**config.mk**
```make
export PLATFORM = sky130hd
export DESIGN_NAME = csi_rx_link_ctrl
export DESIGN_NICKNAME = d
export VERILOG_FILES = /design/src/rtl/csi_rx_pkg.sv /design/src/rtl/csi_rx_timer.sv /design/src/rtl/csi_rx_link_ctrl.sv
export SDC_FILE = /design/constraint.sdc
export NUM_CORES = 1
export LEC_CHECK = 0
export ABC_AREA = 1
export CAP_MARGIN = 20
export CORE_MARGIN = 1.5
export CORE_UTILIZATION = 60
export DETAILED_ROUTE_END_ITERATION = 16
export PLACE_DENSITY = 0.82
export RECOVER_POWER = 25
export SLEW_MARGIN = 30
export SYNTH_ARGS = -nofsm -noshare
export SYNTH_HDL_FRONTEND = slang
export SYNTH_HIERARCHICAL = 1
export SYNTH_SLANG_ARGS = --single-unit
```
**constraint.sdc**
```tcl
create_clock -name clock -period 4.7 [get_ports clock]
set_clock_uncertainty 0.05 [all_clocks]
set_input_delay 0.94 -clock clock [delete_from_list [all_inputs] [get_ports clock]]
set_output_delay 0.94 -clock clock [all_outputs]
set_load 0.05 [all_outputs]
```
**src/rtl/csi_rx_pkg.sv**
```systemverilog
// Shared state encodings and default timing constants for the CSI-2 receive link controller.
package csi_rx_pkg;

  typedef enum logic [2:0] {
    ST_OFF     = 3'd0,
    ST_STARTUP = 3'd1,
    ST_WAIT_LP = 3'd2,
    ST_ARMED   = 3'd3,
    ST_ACTIVE  = 3'd4,
    ST_RECOVER = 3'd5
  } link_state_t;

  localparam int DEF_LANES          = 2;
  localparam int DEF_STARTUP_CYCLES = 1024;
  localparam int DEF_LP_MIN         = 16;
  localparam int DEF_SYNC_TIMEOUT   = 65535;
  localparam int DEF_SKEW_MAX       = 4;
  localparam int DEF_RECOVER_CYCLES = 8;

  function automatic int max2(input int a, input int b);
    return (a > b) ? a : b;
  endfunction

endpackage

```
**src/rtl/csi_rx_timer.sv**
```systemverilog
// Loadable down-counter that parks at zero; expired is high while the count is zero.
module csi_rx_timer #(
  parameter int WIDTH = 8
) (
  input  logic             clock,
  input  logic             areset_n,
  input  logic             load,
  input  logic [WIDTH-1:0] value,
  output logic             expired
);

  logic [WIDTH-1:0] count;

  always_ff @(posedge clock or negedge areset_n) begin
    if (!areset_n) begin
      count <= '0;
    end else if (load) begin
      count <= value;
    end else if (count != '0) begin
      count <= count - 1'b1;
    end
  end

  assign expired = (count == '0);

endmodule

```
**src/rtl/csi_rx_link_ctrl.sv**
```systemverilog
// Link bring-up, watchdog and recovery sequencer for a CSI-2 receive datapath.
module csi_rx_link_ctrl
  import csi_rx_pkg::*;
#(
  parameter int LANES          = DEF_LANES,
  parameter int STARTUP_CYCLES = DEF_STARTUP_CYCLES,
  parameter int LP_MIN         = DEF_LP_MIN,
  parameter int SYNC_TIMEOUT   = DEF_SYNC_TIMEOUT,
  parameter int SKEW_MAX       = DEF_SKEW_MAX,
  parameter int RECOVER_CYCLES = DEF_RECOVER_CYCLES
) (
  input  logic             clock,
  input  logic             areset_n,
  input  logic             enable,
  input  logic             lp_detect,
  input  logic [LANES-1:0] aligned_valid,
  input  logic             wait_for_sync,
  input  logic             packet_done,
  input  logic             vsync,
  output logic             dp_reset,
  output logic             dp_enable,
  output logic             link_up,
  output logic [2:0]       state,
  output logic [15:0]      resync_count,
  output logic [15:0]      frame_count
);

  localparam int CYC_W = $clog2(max2(STARTUP_CYCLES, RECOVER_CYCLES) + 1);
  localparam int WD_W  = $clog2(SYNC_TIMEOUT + 1);
  localparam int LP_W  = $clog2(LP_MIN + 1);
  localparam int SK_W  = $clog2(SKEW_MAX + 1);

  // Timers hold N-1 so that a state lasts exactly N cycles including its entry cycle.
  localparam logic [CYC_W-1:0] CYC_STARTUP = CYC_W'(STARTUP_CYCLES - 1);
  localparam logic [CYC_W-1:0] CYC_RECOVER = CYC_W'(RECOVER_CYCLES - 1);
  localparam logic [WD_W-1:0]  WD_RELOAD   = WD_W'(SYNC_TIMEOUT - 1);
  localparam logic [LP_W-1:0]  LP_LAST     = LP_W'(LP_MIN - 1);
  localparam logic [SK_W-1:0]  SKEW_LAST   = SK_W'(SKEW_MAX - 1);

  link_state_t      state_q, state_d;
  logic [LP_W-1:0]  lp_cnt;
  logic [SK_W-1:0]  skew_cnt;
  logic             cyc_load, cyc_expired;
  logic [CYC_W-1:0] cyc_value;
  logic             wd_load, wd_expired;
  logic             skewed, go_recover;

  assign skewed = !wait_for_sync && (aligned_valid != '0) && (aligned_valid != '1);

  csi_rx_timer #(.WIDTH(CYC_W)) u_cycle_timer (
    .clock    (clock),
    .areset_n (areset_n),
    .load     (cyc_load),
    .value    (cyc_value),
    .expired  (cyc_expired)
  );

  csi_rx_timer #(.WIDTH(WD_W)) u_watchdog (
    .clock    (clock),
    .areset_n (areset_n),
    .load     (wd_load),
    .value    (WD_RELOAD),
    .expired  (wd_expired)
  );

  always_comb begin
    state_d    = state_q;
    cyc_load   = 1'b0;
    cyc_value  = CYC_STARTUP;
    wd_load    = 1'b0;
    go_recover = 1'b0;
    if (!enable) begin
      state_d = ST_OFF;
    end else begin
      case (state_q)
        ST_OFF: begin
          state_d  = ST_STARTUP;
          cyc_load = 1'b1;
        end
        ST_STARTUP: if (cyc_expired) state_d = ST_WAIT_LP;
        ST_WAIT_LP: begin
          if (lp_detect && lp_cnt == LP_LAST) begin
            state_d = ST_ARMED;
            wd_load = 1'b1;
          end
        end
        ST_ARMED: begin
          if (packet_done) begin
            state_d = ST_ACTIVE;
            wd_load = 1'b1;
          end else if (wd_expired) begin
            go_recover = 1'b1;
          end
        end
        // Skew loss beats a keep-alive; a keep-alive beats a coincident watchdog expiry.
        ST_ACTIVE: begin
          if (skewed && skew_cnt == SKEW_LAST) go_recover = 1'b1;
          else if (packet_done)                wd_load    = 1'b1;
          else if (wd_expired)                 go_recover = 1'b1;
        end
        ST_RECOVER: if (cyc_expired) state_d = ST_WAIT_LP;
        default: state_d = ST_OFF;
      endcase
      if (go_recover) begin
        state_d   = ST_RECOVER;
        cyc_load  = 1'b1;
        cyc_value = CYC_RECOVER;
      end
    end
  end

  always_ff @(posedge clock or negedge areset_n) begin
    if (!areset_n) begin
      lp_cnt   <= '0;
      skew_cnt <= '0;
    end else begin
      lp_cnt   <= (state_q == ST_WAIT_LP && state_d == ST_WAIT_LP && lp_detect)
                  ? lp_cnt + 1'b1 : '0;
      skew_cnt <= (state_q == ST_ACTIVE && state_d == ST_ACTIVE && skewed)
                  ? skew_cnt + 1'b1 : '0;
    end
  end

  // Outputs are registered from the next state so they always match the state register.
  always_ff @(posedge clock or negedge areset_n) begin
    if (!areset_n) begin
      state_q      <= ST_OFF;
      dp_reset     <= 1'b1;
      dp_enable    <= 1'b0;
      link_up      <= 1'b0;
      resync_count <= '0;
      frame_count  <= '0;
    end else begin
      state_q   <= state_d;
      dp_reset  <= (state_d == ST_OFF) || (state_d == ST_STARTUP) || (state_d == ST_RECOVER);
      dp_enable <= (state_d == ST_ARMED) || (state_d == ST_ACTIVE);
      link_up   <= (state_d == ST_ACTIVE);
      if (state_d == ST_RECOVER && state_q != ST_RECOVER && resync_count != 16'hFFFF)
        resync_count <= resync_count + 16'd1;
      if (state_q == ST_OFF && state_d == ST_STARTUP)
        frame_count <= '0;
      else if (state_q == ST_ACTIVE && vsync)
        frame_count <= frame_count + 16'd1;
    end
  end

  assign state = state_q;

endmodule

```
==> impl_summary.txt, run 1 <==
----------------------------------------------------
[Power and ir drop]
  Register share of total power ... 42.6%
  Maximum VDD drop ... 0.000352 V
  Switching power share of the total ... 36.5%
  Power spent charging and discharging nets ... 698 uW
  Leakage ... 2.63 nW
  Internal power summed over all cells ... 1.21 mW
  Clk network pwr share ... 28.0%
  Total power divided by cell area ... 351 mW/mm^2
  Combinational group share of total power ... 29.4%

[Global route]
  Number of global-route vias before repair ... 3992
  First-pass GRT wire length ... 18100 um
  Maximum number of pins on one net before global-route repair ... 42
  Remaining Overflow, GRT ... 0
  Number of antenna violations at the first check in global routing ... 0
  Overall track demand over capacity in global routing ... 27.0%

[Place]
  Total cell area at the placement stage ... 0.00523 sq mm
  Final RePlAce weighted congestion ... 0.893
  Detailed Place HPWL ... 7310 um
  Worst slack after detailed placement ... 1450 ps
  # port buffers ... 46

[Final layout]
  Final net count ... 715
  Most used cells in the layout excluding fill and tap cells ... 199 x nand2_1, 72 x dfrtp_1, 71 x inv_1
  Layout cell share with drive strength beyond 1 ... 10.2%
  Most common cell after layout, fill and taps aside ... nand2_1
  End-of-flow core utilization ... 73.8%
  Total non-filler cell area in the finished layout ... 0.00544 sq mm
  Area growth syn-to-layout ... 17.2%
  Final antenna diode count ... 0

[STA]
  Final worst path period share ... 66.4%
  Min setup slack post-route ... 1580 ps
  Actual slew at the worst max-slew pin ... 1800 ps
  Hold slack final ... 385 ps
  Min Tclk post-route ... 3120 ps
  RSZ-0062 raised after global routing ... false
  Setup violation total in the final timing report ... 0
  Endpoints failing hold ... 0
  Slew Viols, Final ... 34
  Worst slew margin ... -20.3%
  Achievable Freq ... 0.320 GHz
  Setup TNS after final layout ... 0 ps

[Route]
  Vias post-DR ... 4241
  Final WL ... 10200 um
  Routed wire per std cell ... 12.8 um
  Vias per Instance ... 5.29
  Number of iterations in the first detailed-routing pass ... 5
  Iter 0 DRT Violations ... 242
  ANT nets after route ... 0
  DRC violations left ... 0

[Setup path]
  Critical register-to-register path endpoint ... u_cycle_timer/count[7]
  Worst setup slack for register-to-register paths ... 1580 ps
  Number of cells on the worst reg-to-reg path ... 14
  Worst Path Max Fanout ... 14
  Critical path capture point type ... flop
  Critical path data arrival time ... 3300 ps
  Type of the worst setup path ... reg2reg
  Crit path required time ... 4880 ps
  Nature of the critical path startpoint ... flop
  Worst r2r src ... u_watchdog/count[0]

[Worst hold path]
  Worst Hold Path EP ... skew_cnt[0]
  Hold_sp ... skew_cnt[0]
  Worst hold path stage count ... 1
  Kind of path behind the tightest hold check ... reg2reg

[Floorplanning]
  Starting density of the core ... 62.9%
  Horiz. Die Dim ... 90.9 um
  Top Ports ... 47
  Number of rows created at floorplan ... 31
  Area of the die ... 0.00826 sq mm
  Vertical die dimension ... 90.9 um
  Placeable core region ... 0.00737 sq mm

[Outcome]
  Result of the run ... finished with violations
  Failing checks ... max-capacitance violations, max-slew violations

[Synthesis]
  Post-synth EDFFs ... 0
  Async set-or-reset flop fraction in the synthesized netlist ... 100%
  Portion of the post-synthesis area used by sequential elements ... 39.4%
  Total standard cell area after synthesis ... 0.00464 sq mm
  Per-instance average area after synthesis ... 7.35 sq um
  Proportion of netlist area held by the largest area contributor ... 38.9%
  Distinct cells, synth ... 42
  Warning count from the yosys run ... 6
  Largest cells by area after synthesis ... dfrtp_1 39%, nand2_1 16%, inv_1 5.7%
  Largest area contributor in the netlist ... dfrtp_1
  Top_reg_cell synth ... dfrtp_1
  Number of synthesized register bits ... 73
  Instance count of the mapped netlist ... 631

[Clock network]
  Clock transition time at the flip-flop clock pins of the worst setup and hold paths ... 80 ps
  Clock sink total ... 73
  Buffer depth of the longest clock path ... 2
  Setup repair bufs after CTS ... 0
  Clk root buf ... clkbuf_8
  Count of hold buffers inserted by post-cts repair ... 0
  Deepest level of the CTS H-tree ... 3
  CTS-repair resized insts ... 0
  Total CTS buffers ... 9
  CTS tree ... built
  Clock latency of the later-clocked register in the worst-skew pair ... 340 ps

[Run]
  Max-cap check violation count ... 1

----------------------------------------------------
## layer usage
metal  global-route usage (%)  up-vias  share of wire [%]
met1                     34.8     1946                 45
met3                     5.30       21                5.7
met2                     45.4      150                 47
met4                     9.11        0                1.8
met5                        0        -                  0
li1                         -     2124                  -
## area by class of cell
| class | instances | area (sq um) |
|---|---|---|
| clock buffer | 10 | 128 |
| clock inverter | 6 | 82.6 |
| fill | 592 | 1930 |
| inverter | 78 | 293 |
| multi-input combinational | 488 | 2510 |
| sequential | 73 | 1830 |
| tap | 99 | 124 |
| timing repair buffer | 48 | 467 |
## power groups by stage
stage	registers, mW	logic (mW)	clock network, mW
after global placement	0.820	0.532	0
final	0.814	0.561	0.534
after CTS	0.812	0.564	0.545
after global routing	0.828	0.645	0.570
after detailed placement	0.823	0.555	0
after floorplan	0.816	0.437	0
## Yosys cell counts, types with 2 or more instances
library cell    n
nand2_1       199
dfrtp_1        72
inv_1          71
nor2_1         62
nand3_1        45
o21ai_0        23
nand4_1        16
nor3_1         14
xor2_1         13
xnor2_1        12
nor2_2         11
ha_1            8
o21ai_1         8
inv_2           7
nand3b_1        7
nor2_4          7
a21oi_1         6
nand2_2         6
nand3_2         5
buf_2           4
or2_2           4
buf_4           3
nand3_4         3
o21bai_2        3
buf_6           2
conb_1          2
nor3_2          2
o21bai_1        2
## per-stage QoR
step                      instances  total power [mW]
after floorplan                 649              1.25
after global placement          786              1.35
after detailed placement        786              1.38
after CTS                       802              1.92
after global routing            802              2.04
final                           802              1.91
## registers in the layout (all words and copies together) (netlist names)
register / cells
dp_reset: 1
dp_enable: 1
lp_cnt: 5
u_watchdog/count: 16
resync_count: 16
link_up: 1
u_cycle_timer/count: 11
skew_cnt: 3
frame_count: 16
state: 3
## how the worst max path moves through the flow
stage,from,to,cells after the start
after detailed placement,enable,u_cycle_timer/count[8],7
after CTS,u_watchdog/count[0],u_cycle_timer/count[7],14
after floorplan,u_watchdog/count[0],u_cycle_timer/count[8],17
after global placement,enable,u_cycle_timer/count[8],7
final,u_watchdog/count[0],u_cycle_timer/count[7],14
after global routing,areset_n,lp_cnt[3],2
## cells by family after synthesis
kind of cell    share of synthesized area (%)
simple gates                             39.6
flops                                    39.4
xor+xnor                                 4.72
buf+inv                                  7.80
other cells                             0.162
fa+ha+maj                                2.16
compound gates                           6.10
## worst max-delay path, stage by stage, from the launching register on
cell     delay, ps
dfrtp_1        420
inv_1          120
ha_1           300
nand2_4        120
nor2_4         120
nand3_1        100
nor3_1         200
nand2_1        150
o21ai_4        220
nand3_4        200
nand2_1        360
inv_2          190
or2_2          300
nand2_1         90
nor2_1          60
No activity file was read; power rests on OpenSTA's default activity.
==> run 2, diff against run 1 <==
CORE_UTILIZATION = 52   (was 60)
PLACE_DENSITY = 0.75   (was 0.82)
clock period = 2.6 ns   (was 4.7 ns; I/O delays follow)
==> run 2 against run 1 <==
- the run now ends clean
- critical path depth shrank 1
- register-to-register slack lost 1400 ps
- cell count grew 2.4%
- routed wire length shrank 0.53%
- global-route usage shrank 3.9 points
- design area grew 3.1%
- worst hold slack lost 87 ps
- maximum frequency grew 30%
- first-iteration DRC count shrank 28%
- sequential power grew 81%
- sequential share of layout area shrank 1.0 points
- critical endpoint unchanged
- largest cell class unchanged
==> impl_summary.txt, run 2 (synthesis results as in run 1) <==
----------------------------------------------------
[Place]
  Final RePlAce weighted congestion ... 0.896 (was 0.893)
  Detailed Place HPWL ... 7480 um (was 7310 um)
  # port buffers ... 46 (unchanged)

[Final layout]
  Final net count ... 725 (was 715)
  Final antenna diode count ... 0 (unchanged)
  Most common cell after layout, fill and taps aside ... nand2_1 (unchanged)
  Registers with the highest flip-flop counts ... frame_count: 16 flops, resync_count: 16 flops, u_watchdog/count: 16 flops (unchanged)
  Most used cells in the layout excluding fill and tap cells ... 198 x nand2_1, 72 x dfrtp_1, 70 x inv_1 (was 199 x nand2_1, 72 x dfrtp_1, 71 x inv_1)
  Layout cell share with drive strength beyond 1 ... 12.3% (was 10.2%)
  Area growth syn-to-layout ... 20.9% (was 17.2%)

[Route]
  ANT nets after route ... 0 (unchanged)
  Final WL ... 10200 um (about the same)
  Number of iterations in the first detailed-routing pass ... 4 (was 5)
  Vias per Instance ... 5.15 (was 5.29)
  Vias post-DR ... 4226 (was 4241)
  Iter 0 DRT Violations ... 174 (was 242)
  DRC violations left ... 0 (unchanged)
  Routed wire per std cell ... 12.4 um (was 12.8 um)

[STA]
  Actual slew at the worst max-slew pin ... 1060 ps (was 1800 ps)
  RSZ-0062 raised after global routing ... false (unchanged)
  Worst slew margin ... 29.3% (was -20.3%)
  Min Tclk post-route ... 2410 ps (was 3120 ps)
  Final worst path period share ... 92.6% (was 66.4%)
  Slew Viols, Final ... 0 (was 34)
  Setup violation total in the final timing report ... 0 (unchanged)
  Achievable Freq ... 0.415 GHz (was 0.320 GHz)
  Endpoints failing hold ... 0 (unchanged)
  Setup TNS after final layout ... 0 ps (unchanged)

[Floorplanning]
  Placeable core region ... 0.00868 sq mm (was 0.00737 sq mm)
  Horiz. Die Dim ... 97.4 um (was 90.9 um)
  Starting density of the core ... 53.4% (was 62.9%)
  Top Ports ... 47 (unchanged)
  Vertical die dimension ... 97.4 um (was 90.9 um)
  Area of the die ... 0.00949 sq mm (was 0.00826 sq mm)
  Number of rows created at floorplan ... 34 (was 31)

[Worst hold path]
  Kind of path behind the tightest hold check ... in2async (was reg2reg)

[Setup path]
  Worst r2r src ... u_watchdog/count[0] (unchanged)
  Worst Path Max Fanout ... 8 (was 14)
  Critical register-to-register path endpoint ... u_cycle_timer/count[7] (unchanged)
  Type of the worst setup path ... reg2reg (unchanged)
  Critical path data arrival time ... 2590 ps (was 3300 ps)
  Crit path required time ... 2790 ps (was 4880 ps)
  Nature of the critical path startpoint ... flop (unchanged)
  Worst setup slack for register-to-register paths ... 190 ps (was 1580 ps)
  Critical path capture point type ... flop (unchanged)
  Number of cells on the worst reg-to-reg path ... 13 (was 14)

[Clock network]
  CTS tree ... built (unchanged)
  Count of hold buffers inserted by post-cts repair ... 0 (unchanged)
  Buffer depth of the longest clock path ... 2 (unchanged)
  Clock sink total ... 73 (unchanged)
  Clock latency of the later-clocked register in the worst-skew pair ... 350 ps (was 340 ps)
  Clock transition time at the flip-flop clock pins of the worst setup and hold paths ... 80 ps (about the same)
  Total CTS buffers ... 9 (unchanged)
  Clk root buf ... clkbuf_8 (unchanged)
  Deepest level of the CTS H-tree ... 3 (unchanged)

[Global route]
  Number of antenna violations at the first check in global routing ... 0 (unchanged)
  Number of global-route vias before repair ... 4075 (was 3992)
  Overall track demand over capacity in global routing ... 23.1% (was 27.0%)
  First-pass GRT wire length ... 18200 um (was 18100 um)
  Maximum number of pins on one net before global-route repair ... 42 (unchanged)
  Remaining Overflow, GRT ... 0 (unchanged)

[Run]
  Max-cap check violation count ... 0 (was 1)

[Outcome]
  Result of the run ... finished clean (was finished with violations)

[Power and ir drop]
  Maximum VDD drop ... 0.000557 V (was 0.000352 V)
  Leakage ... 2.71 nW (was 2.63 nW)
  Total power divided by cell area ... 661 mW/mm^2 (was 351 mW/mm^2)
  Overall power ... 3.70 mW (was 1.91 mW)

----------------------------------------------------
[run 2: changes by cell type in the layout (fill, tap and decap cells not counted), sizes merged]
cell	before	now
buf	1	11
bufinv	2	4
clkbuf	12	11
clkinvlp	1	0
[run 2: how the worst max path moves through the flow]
stage | startpoint | end | slack [ps]
global placement | u_watchdog/count[0] | u_cycle_timer/count[8] | 100
finish | u_watchdog/count[0] | u_cycle_timer/count[7] | 190
floorplan | u_watchdog/count[0] | u_cycle_timer/count[8] | 220
detailed placement | u_watchdog/count[0] | u_cycle_timer/count[7] | 20
CTS | u_watchdog/count[0] | u_cycle_timer/count[7] | 70
global route | u_watchdog/count[0] | u_cycle_timer/count[6] | 10
[run 2: power by group]
part	leakage, nW	internal, mW	switching [mW]
registers	0.954	1.30	0.172
logic	1.63	0.387	0.652
clock network	0.133	0.737	0.459
[run 2: through the flow]
step | hold WS [ps] | util [%] | setup slack (ps) | area, sq um | instances
6_report | 297 | 64.6 | 193 | 5610 | 821
5_1_grt | 393 | 64.6 | 10.8 | 5610 | 821
4_1_cts | 111 | 64.2 | 74.9 | 5580 | 819
3_5_place_dp | 377 | 61.1 | 15.1 | 5300 | 803
3_3_place_gp | 369 | 61.1 | 98.0 | 5300 | 803
2_1_floorplan | 174 | - | 224 | 4700 | 649
[run 2: final cells by class]
| class | count | area [sq um] |
|---|---|---|
| clock buffers | 9 | 124 |
| clock inverters | 7 | 143 |
| fillers | 780 | 3070 |
| inverters | 78 | 293 |
| multi-input cells | 488 | 2530 |
| flip-flops and latches | 73 | 1830 |
| well taps | 108 | 135 |
| repair buffers | 58 | 554 |
[run 2: routing by layer]
| layer | routed length (um) | share of wire (%) | global-route usage (%) | vias up |
|---|---|---|---|---|
| li1 | - | - | - | 2141 |
| met1 | 4740 | 46 | 30.0 | 1974 |
| met2 | 4880 | 48 | 38.8 | 99 |
| met3 | 460 | 4.5 | 4.24 | 12 |
| met4 | 117 | 1.1 | 8.13 | 0 |
| met5 | 0 | 0 | 0 | - |
[run 2: worst max-delay path, cell delays in order (launching register included)]
cell and delay, ps:
dfrtp_1 410, inv_2 90, ha_2 200, nand2_4 80
nor2_4 120, nand3_1 120, nor3_2 160, nand2_1 130
o21ai_4 180, nand3_4 130, buf_4 200, or2_2 300
nand2_1 80, nor2_1 50
[run 2: repair_timing]
item / in CTS / in global routing
setup buffers: 0 / 2
cloned: 0 / 0
pin swaps: 0 / 1
gates resized for setup: 1 / 4
setup endpoints to repair: 1 / 23
